[src/rtl/encoder_4x2_seq.sv]
// Sequential 4-to-2 encoder: collects request strobes into a pending set and
// issues their indices one at a time, in fixed priority, over valid/ready.
module encoder_4x2_seq #(
  parameter bit LSB_FIRST = 1'b0
) (
  input  logic       clk,
  input  logic       rst_n,
  input  logic [3:0] req,
  input  logic       out_ready,
  output logic [1:0] code,
  output logic       out_valid,
  output logic [3:0] pending,
  output logic       overflow,
  output logic       idle
);

  localparam int unsigned N_REQ  = 4;
  localparam int unsigned CODE_W = 2;

  typedef enum logic {
    EMPTY = 1'b0,
    HOLD  = 1'b1
  } state_t;

  state_t             state_q;
  state_t             state_d;
  logic [CODE_W-1:0]  code_d;
  logic [N_REQ-1:0]   pending_d;
  logic [N_REQ-1:0]   clr;
  logic               overflow_d;
  logic               load;
  logic [CODE_W-1:0]  sel_idx;

  // Priority pick over the registered pending set; the last hit in the scan wins.
  always_comb begin
    sel_idx = '0;
    if (LSB_FIRST) begin
      for (int i = N_REQ - 1; i >= 0; i--) begin
        if (pending[i]) sel_idx = CODE_W'(i);
      end
    end else begin
      for (int i = 0; i < N_REQ; i++) begin
        if (pending[i]) sel_idx = CODE_W'(i);
      end
    end
  end

  // Next state, code and pending update; a fresh req always beats a clear.
  always_comb begin
    state_d    = state_q;
    code_d     = code;
    clr        = '0;
    load       = (state_q == EMPTY) || out_ready;
    if (load) begin
      if (|pending) begin
        clr     = N_REQ'(1) << sel_idx;
        code_d  = sel_idx;
        state_d = HOLD;
      end else begin
        state_d = EMPTY;
      end
    end
    pending_d  = (pending & ~clr) | req;
    overflow_d = |(req & pending & ~clr);
  end

  always_ff @(posedge clk) begin
    if (!rst_n) begin
      state_q  <= EMPTY;
      code     <= '0;
      pending  <= '0;
      overflow <= 1'b0;
    end else begin
      state_q  <= state_d;
      code     <= code_d;
      pending  <= pending_d;
      overflow <= overflow_d;
    end
  end

  assign out_valid = (state_q == HOLD);
  assign idle      = !out_valid && (pending == '0);

endmodule

[config.mk]
export PLATFORM = sky130hd
export DESIGN_NAME = encoder_4x2_seq
export DESIGN_NICKNAME = d
export VERILOG_FILES = /design/src/rtl/encoder_4x2_seq.sv
export SDC_FILE = /design/constraint.sdc
export NUM_CORES = 1
export LEC_CHECK = 0
export CAP_MARGIN = 5
export CORE_AREA = 2 2 39 41
export CTS_CLUSTER_DIAMETER = 120
export DETAILED_ROUTE_END_ITERATION = 6
export DIE_AREA = 0 0 41 43
export PLACE_DENSITY = 0.58
export SKIP_CTS_REPAIR_TIMING = 1
export SYNTH_ARGS = -nofsm -noshare
export SYNTH_HDL_FRONTEND = slang
export SYNTH_SLANG_ARGS = --single-unit
[constraint.sdc]
create_clock -name clk -period 1.8 [get_ports clk]
set_input_delay 0.27 -clock clk [delete_from_list [all_inputs] [get_ports clk]]
set_output_delay 0.27 -clock clk [all_outputs]
set_load 0.05 [all_outputs]
---- Word-level counts from Yosys, hierarchy flattened ----
Cells that the tools add are included.
word-level totals
  bits of input ports ..................... 7
  word-level logic and storage cells ...... 24
  output and inout port bits .............. 9
  register bits after elaboration ......... 8
cells by class
  shift operators ......................... 1
  reduce and logical (&&, ||, !) cells .... 7
  muxes and demuxes ....................... 6
  bitwise logic cells ..................... 6
operator list
  operator                                                           count
  4-bit bitwise AND                                                  3
  4-bit 2-to-1 mux                                                   2
  4-bit OR reduction                                                 2
  4-bit zero test                                                    1
  2-bit 2-to-1 mux                                                   2
  4-bit inverter                                                     1
  4-bit bitwise OR                                                   1
  1-bit by 2-bit left shift with 4-bit output, first input constant  1
  1-bit 2-to-1 mux                                                   2
  2-bit AND reduction                                                1
  1-bit logical AND                                                  1
  1-bit zero test                                                    1
  1-bit logical OR                                                   1
  1-bit inverter                                                     1

---- Longest topological paths before layout ----
Gate-level depths: netlist of the first run.
  word-level depth ........................ 9
  gate-level depth with buffers ........... 4
  gate-level depth less buffers ........... 3

---- Worst setup path before layout of the first run ----
OpenSTA, ideal clock, no wires.
  kind .................................... reg2out
  start ................................... reg pending[3]
  end ..................................... out idle
  buffers on the path ..................... 0
  stages on the path, launching flop included .. 3
  setup slack ............................. -0.154 ns
  required time ........................... 1.530 ns
  data arrival time ....................... 1.684 ns
  cells stage by stage .................... dfxtp_1 -> nor4_4 -> nor2b_1
between the ends
  cells in the longest elaborated chain, start to end .. 2
RTL lines
  item                      line  text
  start: declaration        12    output logic [3:0] pending,
  start signal: assignment  76    pending <= pending_d;
  4-bit zero test           82    assign idle = !out_valid && (pending == '0);
  1-bit logical AND         82
  end: declaration          14    output logic idle
No other way between the ends.

---- Worst setup path in the final report of the first run ----
Same ends and word-level chain as after synthesis.

==> results.yml, run 1 <==
run_status:
  status: "finished clean"
cts:
  insertion_delay_ns: 0.26
  cts-root-buf: "clkbuf_4"
  htreeDepth: 1
  cts_max_path_buffers: 2
  cts_tree: "done"
  cts_buffers: 3
  cts.clk_slew.worst_paths_ns: 0.06
  numClockSinks: 8
yosys:
  synth_top_area_share: 0.435
  yosysTopAreaCell: "dfxtp_1"
  syn_area_um2: 368
  syn_nets: 46
  ys_types: 19
  synth-seq-area-share: 0.435
  ys_warn_count: 0
  synth_area_leaders: "dfxtp_1 (44%), a21oi_1 (6.8%), nor4_4 (5.8%), inv_1 (5.1%), o311ai_2 (4.4%)"
  avgSynthCellArea_um2: 9.43
  netlist_instances: 39
  synth.ff_latch_count: 8
timing:
  finalSetupViolCount: 0
  min_period_ns: 1.70
  hold_violations: 0
  report.final.slew_viol_count: 0
  fmax_mhz: 588
  tns_ns: 0
  rsz0062_at_grt: "false"
  worstMarginPinSlew_ns: 0.751
  slew_headroom: 0.498
  skew_ns: 0.00255
  post-route-period-util: 0.944
worst_hold_path:
  hold_path_depth: 2
  hold_path.class: "flip-flop to flip-flop"
  holdCritStartpoint: "code[1]"
  min_to: "code[1]"
setup_path:
  ff2ff_setup_slack_ns: 0.41
  start_kind: "flip-flop"
  endpoint_kind: "output port"
  r2r-end: "code[1]"
  critPathMaxFanout: 9
  crit_required_ns: 1.53
  worst-setup-path-type: "flip-flop to output port"
  ff2ff_path_depth: 3
  r2r-start: "out_valid"
  arrival_ns: 1.43
placement:
  gp_congestion: 0.673
  dp_hpwl_um: 589
  placed_cell_area_um2: 536
  io_buffer_count: 15
route:
  vias: 360
  firstDrtPassIters: 2
  viasPerCell: 5.00
  wirelength_um: 803
  wl_per_cell_um: 11.2
  ant_nets: 0
  drtIter0Drc: 9
  drc_errors: 0
finish:
  final_common_cell: "clkdlybuf4s50_1"
  design_area_um2: 558
  layout.nets: 65
  area_growth_pct: 51.7
  layout_common_cells: "clkdlybuf4s50_1 (10), dfxtp_1 (8), inv_1 (5), a21oi_1 (5), buf_4 (4)"
  drive_gt1_frac: 0.214
  num_antenna_cells: 0
grt:
  grt_pass1_wl_um: 1360
  gr-total-overflow: 0
  grt_pass1_vias: 323
  grt_max_degree: 13
  grt_antenna_before_repair: 0
  track_usage: 0.125
power_and_ir_drop:
  power.leakage_nw: 0.217
  ir_worst_vdd_uv: 297
  power_density_nw_per_um2: 905
die:
  io_pins: 16
  die_area_um2: 1760
  start_util: 0.266
  rows: 14
  die_h_um: 43
  fp.dieW_um: 41
  coreArea_um2: 1380
flow_run:
  max_cap_viol_count: 0
how the worst max path moves through the flow:
stage,cells after the start,startpoint,slack [ns],to
finish,3,pending[3],0.10,idle
global route,3,pending[3],0.002,idle
global placement,4,out_ready,0.14,code[0]
CTS,3,pending[3],0.08,idle
detailed placement,4,out_ready,0.12,code[0]
floorplan,2,pending[3],0.09,idle
cell usage after synthesis (all sizes together):
master and n:
a2111oi 1, a21oi 5, a22o 1, a31oi 1, a32oi 1, buf 1
dfxtp 8, inv 5, nor2 2, nor2b 2, nor3b 1, nor4 2
o211ai 1, o21ai 3, o21bai 2, o311ai 1, o31ai 1, or2 1
cell type report:
cell class,count,area (um2)
fill,143,826
multi-input combinational,25,186
sequential,8,160
timing repair buffer,15,150
clock buffer,3,22.5
tap,16,20.0
inverter,5,18.8
flip-flops by register name, indices dropped and copies added (netlist names):
register / flops
code: 2
overflow: 1
out_valid: 1
pending: 4
metal layers:
layer / up-vias / global-route usage / wire length [um]
li1: 179 / - / -
met1: 168 / 0.139 / 360
met2: 9 / 0.150 / 371
met3: 4 / 0.0628 / 38
met4: 0 / 0.140 / 32
met5: - / 0 / 0
kinds of logic after synthesis:
kind of cell | after synthesis | share of synthesized area
buf+inv | 6 | 0.0646
simple gates | 8 | 0.173
flops | 8 | 0.435
compound gates | 17 | 0.327
worst max-delay path: stages (launching register included):
cell	delay, ns
dfxtp_1	0.40
nor4_4	0.37
nor2b_2	0.24
buf_12	0.15
metrics by stage:
step | hold slack (ns) | utilization | worst slack [ns] | instances | power [mW]
6_report | 0.480 | 0.403 | 0.100 | 72 | 0.505
5_1_grt | 0.498 | 0.403 | 0.00200 | 72 | 0.533
4_1_cts | 0.483 | 0.403 | 0.0781 | 72 | 0.513
3_5_place_dp | 0.474 | 0.387 | 0.122 | 69 | 0.367
3_3_place_gp | 0.468 | 0.387 | 0.140 | 69 | 0.366
2_1_floorplan | 0.387 | - | 0.0854 | 39 | 0.311
report_power, final:
part,leakage [nW],switching [mW],internal (mW)
clock,0.0138,0.0662,0.0767
sequential,0.0667,0.0188,0.192
combinational,0.136,0.0888,0.0629
Power figures use the tool's default switching activity.
==> run 2, diff against run 1 <==
--- a/config.mk
+++ b/config.mk
@@ -10,7 +10,6 @@
 export CTS_CLUSTER_DIAMETER = 120
 export DETAILED_ROUTE_END_ITERATION = 6
 export DIE_AREA = 0 0 41 43
-export PLACE_DENSITY = 0.58
 export SKIP_CTS_REPAIR_TIMING = 1
 export SYNTH_ARGS = -nofsm -noshare
 export SYNTH_HDL_FRONTEND = slang
==> results.yml, run 2 (synthesis results as in run 1) <==
route:
  drtIter0Drc: 6
  viasPerCell: 4.83
  firstDrtPassIters: 4
  vias: 348
  wirelength_um: 768
  drc_errors: 0
  ant_nets: 0
  wl_per_cell_um: 10.7
timing:
  slew_headroom: 0.521
  fmax_mhz: 592
  rsz0062_at_grt: "false"
  setup_ws_ns: 0.111
  finalSetupViolCount: 0
  min_period_ns: 1.69
  worstMarginPinSlew_ns: 0.717
  post-route-period-util: 0.939
  skew_ns: 0.00273
  report.final.slew_viol_count: 0
  hold_violations: 0
  tns_ns: 0
finish:
  layout_common_cells: "clkdlybuf4s50_1 (10), dfxtp_1 (8), inv_1 (5), a21oi_1 (5), buf_4 (4)"
  design_area_um2: 558
  drive_gt1_frac: 0.214
  regMostFlops: "pending"
  largest_reg_flops: 4
  final_common_cell: "clkdlybuf4s50_1"
  layout.nets: 65
  num_antenna_cells: 0
  area_growth_pct: 51.7
  largestRegisters: "pending x4, code x2"
worst_hold_path:
  hold_path.class: "flip-flop to flip-flop"
  hold_path_depth: 2
setup_path:
  ff2ff_path_depth: 3
  start_kind: "flip-flop"
  cp_slowest_stage_delay_ns: 0.40
  endpoint_kind: "output port"
  r2r-start: "out_valid"
  r2r-end: "overflow"
  worst_path_max_delay_cell: "dfxtp_1"
  endpoint: "idle"
  ff2ff_setup_slack_ns: 0.43
  cp_cell_sequence: "nor4_4 > nor2b_2 > buf_12"
  critPathMaxFanout: 9
  critPathTopFamily: "simple AND/OR/NAND/NOR gates"
  crit_cells: 3
  worst-setup-path-type: "flip-flop to output port"
  crit_buf_inv: 1
  startpoint: "pending[3]"
  crit_required_ns: 1.53
  arrival_ns: 1.42
die:
  die_area_um2: 1760
  rows: 14
  start_util: 0.266
  io_pins: 16
  coreArea_um2: 1380
  die_h_um: 43
  fp.dieW_um: 41
grt:
  use_met2: 0.125
  use_met3: 0.0366
  grt_pass1_wl_um: 1150
  grt_antenna_before_repair: 0
  grt_pass1_vias: 284
  gr-total-overflow: 0
  track_usage: 0.101
  grt_max_degree: 13
  busiest_layer: "met2"
  grt_use_met1: 0.125
placement:
  io_buffer_count: 15
  dp_slack_ns: 0.0955
  dp_hpwl_um: 556
  gp_congestion: 0.685
  placed_cell_area_um2: 536
power_and_ir_drop:
  clock_power_share: 0.275
  p_switching_uw: 168
  power.leakage_nw: 0.217
  seq_power_share: 0.422
  p_int_uw: 331
  swShare: 0.336
  ir_worst_vdd_uv: 262
  power_density_nw_per_um2: 894
  combPwrFrac: 0.303
cts:
  cts.clk_slew.worst_paths_ns: 0.06
  insertion_delay_ns: 0.25
  cts_tree: "done"
  cts_max_path_buffers: 2
  cts-root-buf: "clkbuf_4"
  htreeDepth: 1
  numClockSinks: 8
  cts_buffers: 3
run_status:
  status: "finished clean"
flow_run:
  max_cap_viol_count: 0
==> run 2: cell counts in the layout (fill, tap and decap cells not counted) <==
Identical to the previous run, type by type.
==> run 2: layout make-up <==
cell class                      count  area (um2)
Tap cell                           16        20.0
Timing Repair Buffer               15         150
Inverter                            5        18.8
Multi-Input combinational cell     25         186
Clock buffer                        3        22.5
Fill cell                         129         826
Sequential cell                     8         160
==> run 2: worst reg2reg max path: stages (launching register included) <==
cell and delay, ns:
dfxtp_1 0.35, nor2b_1 0.60, o211ai_1 0.15, a31oi_1 0.19
==> run 2: how the worst min path moves through the flow <==
stage | startpoint | endpoint | slack (ns)
final | code[1] | code[1] | 0.49
after global routing | code[1] | code[1] | 0.53
after CTS | code[1] | code[1] | 0.49
after detailed placement | code[1] | code[1] | 0.47
after global placement | code[1] | code[1] | 0.48
after floorplan | req[3] | pending[3] | 0.39
==> run 2: metal layers <==
metal,vias to the layer above,share of wire
met3,2,0.077
met1,156,0.49
met4,0,0.018
met2,12,0.41
li1,178,-
met5,-,0
==> run 2: power by group through the flow <==
stage | clock network [mW] | registers, mW | logic, mW
finish | 0.137 | 0.211 | 0.151
global route | 0.153 | 0.214 | 0.159
CTS | 0.144 | 0.211 | 0.153
detailed placement | 0 | 0.214 | 0.152
global placement | 0 | 0.214 | 0.151
floorplan | 0 | 0.262 | 0.0484
==> run 2: through the flow <==
stage / hold slack (ns) / util / power (mW) / cells
finish: 0.487 / 0.403 / 0.499 / 72
detailed placement: 0.474 / 0.387 / 0.367 / 69
global placement: 0.476 / 0.387 / 0.366 / 69
floorplan: 0.387 / - / 0.311 / 39
global route: 0.534 / 0.403 / 0.525 / 72
CTS: 0.490 / 0.403 / 0.507 / 72
